===== config.mk =====
export PLATFORM = sky130hd
export DESIGN_NAME = stack_access_unit_flat
export DESIGN_NICKNAME = d
export VERILOG_FILES = /design/src/rtl/stack_access_unit_if.sv /design/src/rtl/stack_access_unit.sv /design/src/flat_wrapper.sv
export SDC_FILE = /design/constraint.sdc
export NUM_CORES = 1
export LEC_CHECK = 0
export ABC_AREA = 0
export ABC_CLOCK_PERIOD_IN_PS = 4650
export CORE_AREA = 2 2 83 125
export CTS_CLUSTER_DIAMETER = 40
export CTS_CLUSTER_SIZE = 8
export DETAILED_ROUTE_END_ITERATION = 12
export DIE_AREA = 0 0 85 127
export PLACE_DENSITY_LB_ADDON = 0.15
export RECOVER_POWER = 100
export SLEW_MARGIN = 0
export SYNTH_ARGS = -nofsm -noshare
export SYNTH_HDL_FRONTEND = slang
export SYNTH_SLANG_ARGS = --single-unit

===== constraint.sdc =====
create_clock -name clk -period 4.65 [get_ports clk]
set_input_delay 0.6975 -clock clk [delete_from_list [all_inputs] [get_ports clk]]
set_output_delay 0.6975 -clock clk [all_outputs]
set_load 0.02 [all_outputs]

===== src/rtl/stack_access_unit_if.sv =====
// Bundle of the core-side request/response signals, the stack pointer hookup
// and the 16-bit data memory port used by stack_access_unit.
interface stack_access_if #(
   parameter int ADDR_W = 20
);
   logic              req;
   logic [1:0]        op;
   logic [31:0]       wdata;
   logic [31:0]       sp_in;
   logic              busy;
   logic              done;
   logic              err;
   logic [31:0]       rdata;
   logic [2:0]        sp_ctrl;
   logic [ADDR_W-1:0] mem_addr;
   logic [15:0]       mem_wdata;
   logic              mem_we;
   logic              mem_re;
   logic [15:0]       mem_rdata;

   modport slave (
      input  req, op, wdata, sp_in, mem_rdata,
      output busy, done, err, rdata, sp_ctrl, mem_addr, mem_wdata, mem_we, mem_re
   );

   modport master (
      output req, op, wdata, sp_in, mem_rdata,
      input  busy, done, err, rdata, sp_ctrl, mem_addr, mem_wdata, mem_we, mem_re
   );
endinterface


===== src/rtl/stack_access_unit.sv =====
// Push/pop sequencer: splits 32-bit stack values into two 16-bit memory
// accesses and pulses the stack pointer control once per completed transaction.
module stack_access_unit #(
   parameter int                ADDR_W      = 20,
   parameter logic [ADDR_W-1:0] STACK_TOP   = '1,
   parameter logic [ADDR_W-1:0] STACK_LIMIT = '0
) (
   input  logic          clk,
   input  logic          Rst,
   stack_access_if.slave bus
);

   typedef enum logic [2:0] {
      IDLE, WR_HI, WR_LO, RD_1, RD_2, RD_CAP, DONE
   } state_t;

   localparam logic [2:0] SP_HOLD = 3'b000;
   localparam logic [2:0] SP_INC2 = 3'b001;
   localparam logic [2:0] SP_DEC2 = 3'b010;
   localparam logic [2:0] SP_INC1 = 3'b011;
   localparam logic [2:0] SP_DEC1 = 3'b100;

   localparam logic [ADDR_W-1:0] A_ONE = ADDR_W'(1);
   localparam logic [ADDR_W-1:0] A_TWO = ADDR_W'(2);
   localparam logic [ADDR_W:0]   X_ONE = (ADDR_W+1)'(1);
   localparam logic [ADDR_W:0]   X_TWO = (ADDR_W+1)'(2);

   state_t            state_q, state_d;
   logic [ADDR_W-1:0] base_q, base_d;
   logic [1:0]        op_q, op_d;
   logic [31:0]       wdata_q, wdata_d;
   logic              err_q, err_d;
   logic [31:0]       rdata_q, rdata_d;

   logic [ADDR_W:0]   base_x, n_x;
   logic              bound_err;
   logic              unused_sp_hi;

   assign unused_sp_hi = ^bus.sp_in[31:ADDR_W];

   // One extra bit keeps base+n and LIMIT+n-1 from wrapping at the address ends.
   assign base_x    = {1'b0, bus.sp_in[ADDR_W-1:0]};
   assign n_x       = bus.op[0] ? X_TWO : X_ONE;
   assign bound_err = bus.op[1] ? ((base_x + n_x) > {1'b0, STACK_TOP})
                                : (base_x < ({1'b0, STACK_LIMIT} + n_x - X_ONE));

   always_ff @(posedge clk) begin
      if (Rst) begin
         state_q <= IDLE;
         err_q   <= 1'b0;
         rdata_q <= 32'h0;
      end else begin
         state_q <= state_d;
         err_q   <= err_d;
         rdata_q <= rdata_d;
      end
   end

   always_ff @(posedge clk) begin
      base_q  <= base_d;
      op_q    <= op_d;
      wdata_q <= wdata_d;
   end

   always_comb begin
      state_d = state_q;
      base_d  = base_q;
      op_d    = op_q;
      wdata_d = wdata_q;
      err_d   = err_q;
      rdata_d = rdata_q;
      case (state_q)
         IDLE: begin
            if (bus.req) begin
               base_d  = bus.sp_in[ADDR_W-1:0];
               op_d    = bus.op;
               wdata_d = bus.wdata;
               err_d   = bound_err;
               if (bound_err)      state_d = DONE;
               else if (bus.op[1]) state_d = RD_1;
               else if (bus.op[0]) state_d = WR_HI;
               else                state_d = WR_LO;
            end
         end
         WR_HI:  state_d = WR_LO;
         WR_LO:  state_d = DONE;
         RD_1:   state_d = op_q[0] ? RD_2 : RD_CAP;
         RD_2: begin
            rdata_d[15:0] = bus.mem_rdata;
            state_d       = RD_CAP;
         end
         RD_CAP: begin
            if (op_q[0]) rdata_d[31:16] = bus.mem_rdata;
            else         rdata_d        = {16'h0, bus.mem_rdata};
            state_d = DONE;
         end
         DONE:    state_d = IDLE;
         default: state_d = IDLE;
      endcase
   end

   always_comb begin
      bus.mem_addr  = '0;
      bus.mem_wdata = 16'h0;
      bus.mem_we    = 1'b0;
      bus.mem_re    = 1'b0;
      bus.sp_ctrl   = SP_HOLD;
      case (state_q)
         WR_HI: begin
            bus.mem_addr  = base_q;
            bus.mem_wdata = wdata_q[31:16];
            bus.mem_we    = 1'b1;
         end
         WR_LO: begin
            bus.mem_addr  = op_q[0] ? (base_q - A_ONE) : base_q;
            bus.mem_wdata = wdata_q[15:0];
            bus.mem_we    = 1'b1;
            bus.sp_ctrl   = op_q[0] ? SP_DEC2 : SP_DEC1;
         end
         RD_1: begin
            bus.mem_addr = base_q + A_ONE;
            bus.mem_re   = 1'b1;
            bus.sp_ctrl  = op_q[0] ? SP_HOLD : SP_INC1;
         end
         RD_2: begin
            bus.mem_addr = base_q + A_TWO;
            bus.mem_re   = 1'b1;
            bus.sp_ctrl  = SP_INC2;
         end
         default: ;
      endcase
   end

   assign bus.busy  = (state_q != IDLE);
   assign bus.done  = (state_q == DONE);
   assign bus.err   = (state_q == DONE) && err_q;
   assign bus.rdata = rdata_q;

endmodule


===== src/flat_wrapper.sv =====
// flat-port wrapper written by rule: the top's interface ports become plain ports
module stack_access_unit_flat 
#(
   parameter int                ADDR_W      = 20,
   parameter logic [ADDR_W-1:0] STACK_TOP   = '1,
   parameter logic [ADDR_W-1:0] STACK_LIMIT = '0
)
  (clk, Rst, bus_req, bus_op, bus_wdata, bus_sp_in, bus_mem_rdata, bus_busy, bus_done, bus_err, bus_rdata, bus_sp_ctrl, bus_mem_addr, bus_mem_wdata, bus_mem_we, bus_mem_re);
  stack_access_if #(.ADDR_W(ADDR_W)) bus_i ();
  input  logic clk;
  input  logic Rst;
  input wire logic [$bits(bus_i.req)-1:0] bus_req;
  input wire logic [$bits(bus_i.op)-1:0] bus_op;
  input wire logic [$bits(bus_i.wdata)-1:0] bus_wdata;
  input wire logic [$bits(bus_i.sp_in)-1:0] bus_sp_in;
  input wire logic [$bits(bus_i.mem_rdata)-1:0] bus_mem_rdata;
  output wire logic [$bits(bus_i.busy)-1:0] bus_busy;
  output wire logic [$bits(bus_i.done)-1:0] bus_done;
  output wire logic [$bits(bus_i.err)-1:0] bus_err;
  output wire logic [$bits(bus_i.rdata)-1:0] bus_rdata;
  output wire logic [$bits(bus_i.sp_ctrl)-1:0] bus_sp_ctrl;
  output wire logic [$bits(bus_i.mem_addr)-1:0] bus_mem_addr;
  output wire logic [$bits(bus_i.mem_wdata)-1:0] bus_mem_wdata;
  output wire logic [$bits(bus_i.mem_we)-1:0] bus_mem_we;
  output wire logic [$bits(bus_i.mem_re)-1:0] bus_mem_re;
  assign bus_i.req = bus_req;
  assign bus_i.op = bus_op;
  assign bus_i.wdata = bus_wdata;
  assign bus_i.sp_in = bus_sp_in;
  assign bus_i.mem_rdata = bus_mem_rdata;
  assign bus_busy = bus_i.busy;
  assign bus_done = bus_i.done;
  assign bus_err = bus_i.err;
  assign bus_rdata = bus_i.rdata;
  assign bus_sp_ctrl = bus_i.sp_ctrl;
  assign bus_mem_addr = bus_i.mem_addr;
  assign bus_mem_wdata = bus_i.mem_wdata;
  assign bus_mem_we = bus_i.mem_we;
  assign bus_mem_re = bus_i.mem_re;
  stack_access_unit #(.ADDR_W(ADDR_W), .STACK_TOP(STACK_TOP), .STACK_LIMIT(STACK_LIMIT)) u_core (.clk(clk), .Rst(Rst), .bus(bus_i));
endmodule

# Word level (Yosys, flattened, before mapping)
# Index checks and enable logic that the tools add are counted.
# word_totals
reg_bits	89
in_bits	85
out_inout_bits	76
elab_cells	50
# op_classes
add_sub_neg	5
n_lt_le_gt_ge	2
n_eq_ne	8
mux	19
reduce_logical	9
# op_table
cell	n
one-hot mux 20 bit (4 select lines)	1
one-hot mux 16 bit (2 select lines)	2
two-way mux 16 bit	2
adder 20 x 21 -> 21 bit	1
> comparator 21 x 20 -> 1 bit (second input constant)	1
less-than comparator 20 x 21 -> 1 bit	1
subtractor 21 x 1 -> 21 bit (second input constant)	1
adder 20 x 1 -> 20 bit (second input constant)	1
adder 20 x 2 -> 20 bit (second input constant)	1
two-way mux 20 bit	1
subtractor 20 x 1 -> 20 bit (second input constant)	1
one-hot mux 3 bit (5 select lines)	1
two-way mux 3 bit	4
== test 3 bit (second input constant)	3
one-hot mux 3 bit (3 select lines)	1
== test 3 x 2 -> 1 bit (second input constant)	2
two-way mux 2 bit	3
OR reduction 2 bit	3
two-way mux 1 bit	4
inequality test 2 bit (second input constant)	2
AND reduction 2 bit	2
== test 3 x 1 -> 1 bit (second input constant)	1
zero test 3 bit	1
nonzero test 3 bit	1
2 further kinds	2

# Logic depth before layout (Yosys ltp)
# Gate-level depths: netlist of run 1.
# depth
ltp_word	7
ltp_mapped	9
ltp_nobuf	8

# Worst setup path after synthesis of run 1
# OpenSTA, ideal clock, no wires.
# synth_timing
path_type	flip-flop to output port
start	register u_core.base_q[0]
end	output port bus_mem_addr[14]
t_arrival_ns	2.407
required_ns	3.953
setup_slack_ns	1.545
stages_incl_launch_ff	10
n_path_buf	1
cell_sequence	edfxtp_1 -> clkbuf_1 -> inv_1 -> ha_1 -> nor4bb_1 -> nand4_1 -> nor4_2 -> nor3_1 -> a311o_1 -> o311ai_0
# synth_between
elab_chain_cells	3
word_cells_on_any_way	5
classes_between	add/sub: 3; mux: 2
# synth_rtl
element	line	text
start, declared	stack_access_unit.sv:29	logic [ADDR_W-1:0] base_q, base_d;
start signal, assigned	stack_access_unit.sv:60	base_q <= base_d;
subtractor 20 x 1 -> 20 bit	stack_access_unit.sv:115	bus.mem_addr = op_q[0] ? (base_q - A_ONE) : base_q;
two-way mux 20 bit	stack_access_unit.sv:115	
one-hot mux 20 bit (4 select lines) (*)	stack_access_unit.sv:108	case (state_q)
end, declared	flat_wrapper.sv:22	output wire logic [$bits(bus_i.mem_addr)-1:0] bus_mem_addr;
# Every way passes the cells marked *; elsewhere a longest branch is shown, timed or not.

# Final worst setup path of run 1
# layout_timing
start	register u_core.base_q[1]
end	output port bus_mem_addr[14]
# Same word-level chain as after synthesis.

==> results.env, run 1 <==
CLK_PIN_SLEW_WORST_PATHS_NS=0.06
SETUP-VIOLATIONS-FINAL=0
POST_CTS_RESIZE_COUNT=0
NETLIST_INSTANCES=535
PLACEMENT.CELL_AREA_UM2=6320
HOLDBUFCOUNTCTS=0
MULTI_INPUT_COMB_AREA_UM2=2250
MIN_PERIOD_NS=4.25
STORAGE_CELL_AREA_UM2=2310
CLOCK_TREE_SKEW_AFTER_FINAL_LAYOUT_NS=0.00438
DRT_PRE_ANTENNA_ITERS=6
VIAS_PER_CELL=6.13
CRIT_PATH_START_KIND='flip-flop'
WORST_EP_ARRIVAL_TIME_NS=3.55
CRITPATHLAUNCH='u_core.base_q[1]$_DFFE_PP_'
POST-CTS-SETUP-BUFFERS=0
YS_SEQ_ELEMENTS=89
SETUP.WORST_PATH.END_CLASS='output port'
YOSYS.AREA.TOP_TYPE_SHARE=0.332
CP_CELL_SEQUENCE='inv_1 -> ha_1 -> nor4bb_1 -> buf_4 -> nand4_1 -> nor4_2 -> nor3_1 -> a311o_1 -> o311ai_0 -> dlygate4sd3_1'
NUMBER_OF_ENABLE_TYPE_REGISTER_CELLS_IN_THE_SYNTHESIZED_NETLIST=53
SYNTHESIS.AREA_PER_INSTANCE_UM2=8.96
DRIVE_ABOVE_1_SHARE=0.0526
DIE_HEIGHT_UM=127
SETUP.WORST_PATH.CLASS='flip-flop to output port'
R2R_START='u_core.state_q[1]$_SDFFE_PP0P_'
GRT_ANTENNA_BEFORE_REPAIR=5
GRT_REMAINING_OVERFLOW=0
FLOORPLAN.INITIALDENSITY=0.498
FINALWEIGHTEDCONGESTION=0.960
YS_SEQ_AREA_FRAC=0.482
DOMINANTREGCELLSYNTH='edfxtp_1'
RSZ_0062_RAISED_AFTER_GLOBAL_ROUTING='no'
HOLDPATHEND='u_core.bus.rdata[31]$_SDFFE_PP0P_'
TIMING.FINAL.CRIT_SHARE=0.913
DRT-TOTAL-WL_MM=15.0
YOSYS.AREA.TOP_TYPE='edfxtp_1'
PIN_COUNT=161
POWER.LEAKAGE_nW=2.47
WORST_EP_REQUIRED_TIME_NS=3.95
GRT_START_MAX_NET_PINS=54
MIN_DELAY_PATH_DEPTH=2
SYNTHTOPCELLSBYCOUNT='nand2_1, a21oi_1, edfxtp_1'
DPL.HPWL_MM=10.9
CLOCK-SINKS=89
SYNTHESIS.YOSYS.WARNINGS=0
DR_TOTAL_VIAS=4813
DIEWIDTH_UM=85
GRT_PASS1_VIAS=4756
TIMING.FINAL.MAX_SLEW_VIOLATIONS=54
HOLD_SLACK_NS=0.451
CRIT_PATH_MAX_FANOUT=9
REG2REG_SETUP_SLACK_NS=1.47
FINALHOLDVIOLATIONS=0
CORE_UM2=9630
ROWS=44
DESIGN.DIE.AREA_UM2=10800
CTS_BUF_COUNT=9
RUN_STATUS='complete, but fails checks'
FINISH.NET_COUNT=754
CLK-INSERTION-DELAY-LATE_NS=0.33
CLOCK_TREE.BUFFER_DEPTH=2
CTS-ROOT-BUF='clkbuf_16'
PLACED_CELLS=765
GRT_FIRST_PASS_WIRELENGTH_MM=24.0
SYNTH_MOST_COMMON_CELL='nand2_1'
POWER.IR.VDD_WORST_V=0.000347
POST_SYNTH_INSTANCE_AREA_UM2=4800
CRIT-REG2REG-CAPTURE='u_core.wdata_q[1]$_DFFE_PP_'
PORT_BUFFERS=148
DETAIL_ROUTE.DRC_VIOLATIONS=0
TIMING.MAX_SLEW.REL_SLACK=-0.280
MAXCLOCKFREQUENCY_GHz=0.236
WORST_MIN_DELAY_PATH_CLASS='flip-flop to flip-flop'
WORST-R2R-CELL-COUNT=4
CRIT_PATH_TOP_DELAY_CELL='dlygate4sd3_1'
POST_DRT_WL_PER_CELL_UM=19.1
AREA_GROWTH_SYN_TO_LAYOUT_PCT=38.4
DETAIL_ROUTE_ANTENNA_NETS=0
YOSYSUNIQUECELLTYPES=65
FINISHED_LAYOUT_CELL_AREA_UM2=6640
POWER.DENSITY_CELL_AREA_nW_PER_UM2=446
SETUP-TNS-FINAL_NS=0
SYNTH.NET_COUNT=628
WORSTMARGINPINSLEW_NS=1.92
SYNTH_ASYNC_SR_FLOP_SHARE=0
SYNTH_TOP_CELLS_BY_AREA='edfxtp_1, dfxtp_1, nand2_1, a21oi_1, nand3_1'
GRTUSAGETOTAL=0.281
CP_SLOWEST_STAGE_DELAY_NS=0.71
CTS_TREE='built'
STDCELL_COUNT=785
NUMBER_OF_H_TREE_LEVELS=3
DRV.MAX_CAP_VIOLATION_COUNT=1
DR.FIRST_ITER.DRC_COUNT=291
VIOLATIONS_IN_THE_FINAL_REPORTS='capacitance limit, slew limit'
N_FILL_CELL=777
HOLD_PATH_STARTPOINT='u_core.bus.rdata[31]$_SDFFE_PP0P_'
[layer usage]
metal / global-route usage / vias to the layer above / wire length [um]
met3: 0.0904 / 49 / 1380
met2: 0.506 / 252 / 8180
li1: - / 2250 / -
met1: 0.285 / 2262 / 4860
met5: 0 / - / 0
met4: 0.143 / 0 / 608
[worst max path at each step]
stage / slack, ns / endpoint
floorplan: 1.55 / bus_mem_addr[14]
global placement: 0.94 / bus_mem_addr[14]
detailed placement: 0.81 / bus_mem_addr[14]
CTS: 0.45 / bus_mem_addr[14]
global route: 0.10 / bus_mem_addr[14]
finish: 0.40 / bus_mem_addr[14]
[worst max-delay path, delay by kind of cell (launching register included)]
| kind | cells | cell delay [ns] |
|---|---|---|
| adder cells (fa/ha/maj) | 1 | 0.22 |
| AO/OA/AOI/OAI | 2 | 0.39 |
| AND/OR/NAND/NOR | 4 | 0.99 |
| buffers and inverters | 3 | 1.07 |
| flip-flops | 1 | 0.54 |
[final cells by class]
| class | instances | share of cell area |
|---|---|---|
| inverter | 11 | 0.00622 |
| clock buffer | 10 | 0.0345 |
| sequential | 89 | 0.348 |
| clock inverter | 5 | 0.0121 |
| multi-input combinational | 390 | 0.339 |
| antenna | 5 | 0.00189 |
| timing repair buffer | 160 | 0.236 |
| tap | 115 | 0.0217 |
[state kept, by name, indices dropped and copies added, names as in the netlist]
name	flops
u_core.state_q	3
u_core.err_q	1
u_core.op_q	1
u_core.wdata_q	32
u_core.bus.rdata	32
u_core.base_q	20
[report_power, final]
part           internal, mW  switching, mW  leakage (nW)
logic                 0.449          0.661          1.54
clock network         0.468          0.282         0.147
registers             0.973          0.128         0.791
[cell usage in the layout, fill, tap and decap left out, types with 9 or more instances in the layout]
| master | synthesis | layout |
|---|---|---|
| nand4_1 | 14 | 14 |
| clkdlybuf4s50_1 | 0 | 21 |
| nand2_1 | 87 | 87 |
| buf_4 | 2 | 11 |
| nor3_1 | 15 | 15 |
| dfxtp_1 | 36 | 36 |
| clkbuf_16 | 0 | 9 |
| inv_1 | 11 | 11 |
| a31oi_1 | 9 | 9 |
| nor2_1 | 34 | 33 |
| dlygate4sd3_1 | 0 | 127 |
| edfxtp_1 | 53 | 53 |
| a22o_1 | 16 | 16 |
| a21oi_1 | 54 | 54 |
| o21ai_0 | 21 | 21 |
| nand3_1 | 29 | 29 |
[cells by family (layout without fill, tap and decap cells)]
| kind of cell | after synthesis | count (layout) | synth area share |
|---|---|---|---|
| simple gates | 226 | 226 | 0.231 |
| compound gates | 148 | 148 | 0.200 |
| flops | 89 | 89 | 0.482 |
| buf+inv | 56 | 186 | 0.0496 |
| fa+ha+maj | 8 | 8 | 0.0224 |
| xor+xnor | 7 | 7 | 0.0128 |
| mux | 1 | 1 | 0.00235 |
| other cells | 0 | 5 | 0 |
[through the flow]
step / util / power, mW / setup slack, ns
floorplan: - / 1.76 / 1.55
global placement: 0.656 / 2.26 / 0.936
detailed placement: 0.656 / 2.28 / 0.809
CTS: 0.688 / 3.03 / 0.452
global route: 0.688 / 3.11 / 0.105
finish: 0.689 / 2.96 / 0.404
No activity file was read; power rests on OpenSTA's default activity.
==> inputs of run 2 (changes only) <==
Settings changed: SETUP_SLACK_MARGIN set to 0.5.
==> run 2 against run 1 <==
Highest routed layer unchanged. Via count is 1.2% higher. Sequential power about the same. Largest cell class unchanged. Clock power barely moved. Clock-buffer cell count stayed put. Cell area up 0.91%. Global-route usage unchanged. Fmax increased by 3.6%. Die area stayed put. Core utilization up 0.62 points. The flow still finishes with violations (capacitance limit, slew limit).
==> results.env, run 2 (synthesis results as in run 1) <==
DESIGN.DIE.AREA_UM2=10800  # unchanged
VIOLATIONS_IN_THE_FINAL_REPORTS='capacitance limit, slew limit'
DRV.MAX_CAP_VIOLATION_COUNT=1  # unchanged
CLOCK_TREE_SKEW_AFTER_FINAL_LAYOUT_NS=0.00490  # +0.000522 ns
GRT_FIRST_PASS_WIRELENGTH_MM=24.0  # about the same
NUMBER_OF_H_TREE_LEVELS=3  # unchanged
WIRELENGTH_MET1_MM=4.99  # +2.7%
FLOORPLAN.INITIALDENSITY=0.498  # unchanged
TIMING.FINAL.WS_SETUP_NS=0.550  # +0.146 ns
FINISH.NET_COUNT=761  # +0.93%
CTS_TREE='built'
CLK-INSERTION-DELAY-LATE_NS=0.33  # about the same
DRT_PRE_ANTENNA_ITERS=6  # unchanged
GRTUSAGETOTAL=0.281  # unchanged
CTS-ROOT-BUF='clkbuf_16'
TIMING.FINAL.MAX_SLEW_VIOLATIONS=54  # unchanged
POST_DRT_WL_PER_CELL_UM=19.3  # +1.1%
CLK_PIN_SLEW_WORST_PATHS_NS=0.06  # about the same
CORE_UM2=9630  # unchanged
COMMONEST_CELLS_AFTER_ROUTING_FILL_AND_TAPS_ASIDE='dlygate4sd3_1, nand2_1, a21oi_1'
DR.FIRST_ITER.DRC_COUNT=255  # -12%
FINALWEIGHTEDCONGESTION=0.960  # unchanged
WL_MET3_MM=1.42  # +2.8%
DRIVE_ABOVE_1_SHARE=0.0610  # +0.00838
PLACED_CELLS=765  # unchanged
SETUP.WORST_PATH.END_CLASS='output port'
ROWS=44  # unchanged
SETUP-VIOLATIONS-FINAL=0  # unchanged
SETUP-TNS-FINAL_NS=0  # unchanged
GRT_PASS1_VIAS=4748  # -0.17%
TIMING.MAX_SLEW.REL_SLACK=-0.329  # -0.0492
PORT_BUFFERS=148  # unchanged
CLOCK-SINKS=89  # unchanged
FINALHOLDVIOLATIONS=0  # unchanged
RSZ_0062_RAISED_AFTER_GLOBAL_ROUTING='no'
POWER.DENSITY_CELL_AREA_nW_PER_UM2=444  # -0.51%
PIN_COUNT=161  # unchanged
HOLDBUFCOUNTCTS=0  # unchanged
GRT_ANTENNA_BEFORE_REPAIR=5  # unchanged
POWER.LEAKAGE_nW=2.51  # +1.6%
MIN_PERIOD_NS=4.10  # -0.146 ns
DR_TOTAL_VIAS=4870  # +1.2%
CRIT_PATH_START_KIND='flip-flop'
DETAIL_ROUTE_ANTENNA_NETS=0  # unchanged
DRT-TOTAL-WL_MM=15.3  # +2.0%
DIEWIDTH_UM=85  # unchanged
GRT_START_MAX_NET_PINS=54  # unchanged
DPL.HPWL_MM=10.9  # unchanged
WORST_EP_REQUIRED_TIME_NS=3.95  # about the same
CRIT_PATH_MAX_FANOUT=17  # +8
DR_WL_MET2_MM=8.21  # +0.43%
DIE_HEIGHT_UM=127  # unchanged
TOP_LAYER_USED='met4'
PRE_CTS_WS_NS=0.809  # unchanged
COMMONEST_NON_FILL_NON_TAP_CELL_IN_THE_LAYOUT='dlygate4sd3_1'
CLOCK_TREE.BUFFER_DEPTH=2  # unchanged
POWER.IR.VDD_WORST_V=0.000347  # about the same
RUN_STATUS='complete, but fails checks'
AREA_GROWTH_SYN_TO_LAYOUT_PCT=39.6
STDCELL_COUNT=792  # +0.89%
WORST_EP_ARRIVAL_TIME_NS=3.40  # -0.15 ns
VIAS_PER_CELL=6.15  # +0.29%
WORSTMARGINPINSLEW_NS=1.99  # +0.0737 ns
HOLD_SLACK_NS=0.450  # -0.00160 ns
GRT_REMAINING_OVERFLOW=0  # unchanged
DETAIL_ROUTE.DRC_VIOLATIONS=0  # unchanged
FIN_TOTAL_PWR_mW=2.97  # +0.39%
SETUP.WORST_PATH.CLASS='flip-flop to output port'
MAXCLOCKFREQUENCY_GHz=0.244  # +3.6%
CTS_BUF_COUNT=9  # unchanged
WORST_MIN_DELAY_PATH_CLASS='flip-flop to flip-flop'
TIMING.FINAL.CRIT_SHARE=0.882  # -0.0315
N_FILL_CELL=772  # -0.64%
run 2: final cells by class:
cell class,count,area [um^2],share of cell area
tap,115,144,0.0215
multi-input combinational,390,2260,0.337
clock inverter,5,80.1,0.0120
antenna,5,12.5,0.00187
inverter,11,41.3,0.00617
timing repair buffer,167,1620,0.242
clock buffer,10,229,0.0342
sequential,89,2310,0.346
run 2: path summary, 6_finish.rpt:
kind / from / endpoint / cells after the start / slack (ns)
max: u_core.state_q[1]$_SDFFE_PP0P_ / bus_mem_wdata[5] / 5 / 0.55
min: u_core.bus.rdata[31]$_SDFFE_PP0P_ / u_core.bus.rdata[31]$_SDFFE_PP0P_ / 2 / 0.45
max reg2reg: u_core.state_q[1]$_SDFFE_PP0P_ / u_core.wdata_q[1]$_DFFE_PP_ / 4 / 1.43
min reg2reg: u_core.bus.rdata[31]$_SDFFE_PP0P_ / u_core.bus.rdata[31]$_SDFFE_PP0P_ / 2 / 0.45
run 2: power breakdown:
| part | switching (mW) | internal (mW) | leakage [nW] |
|---|---|---|---|
| Clock | 0.282 | 0.468 | 0.147 |
| Sequential | 0.130 | 0.974 | 0.791 |
| Combinational | 0.668 | 0.451 | 1.58 |
| Total | 1.08 | 1.89 | 2.51 |
run 2: metal layers:
metal,global-route usage,vias up
met5,0,-
met4,0.143,0
met3,0.0898,57
met2,0.507,273
met1,0.285,2284
li1,-,2256
run 2: stage by stage:
stage | cell area [um^2] | util
floorplan | 4800 | -
CTS | 6630 | 0.689
detailed placement | 6320 | 0.656
finish | 6700 | 0.695
global placement | 6320 | 0.656
global route | 6690 | 0.695
run 2: what timing repair did:
item | 4_1_cts | 5_1_grt
pin swaps | 0 | 2
endpoints found under the setup margin | 1 | 4
buffers inserted | 0 | 7
resized for setup | 2 | 2
run 2: critical path, stage by stage, from the launching register on:
cell and delay [ns]:
dfxtp_1 0.74, clkbuf_1 0.59, nor2_1 0.18, and2_0 0.52
a22o_1 0.39, dlygate4sd3_1 0.65
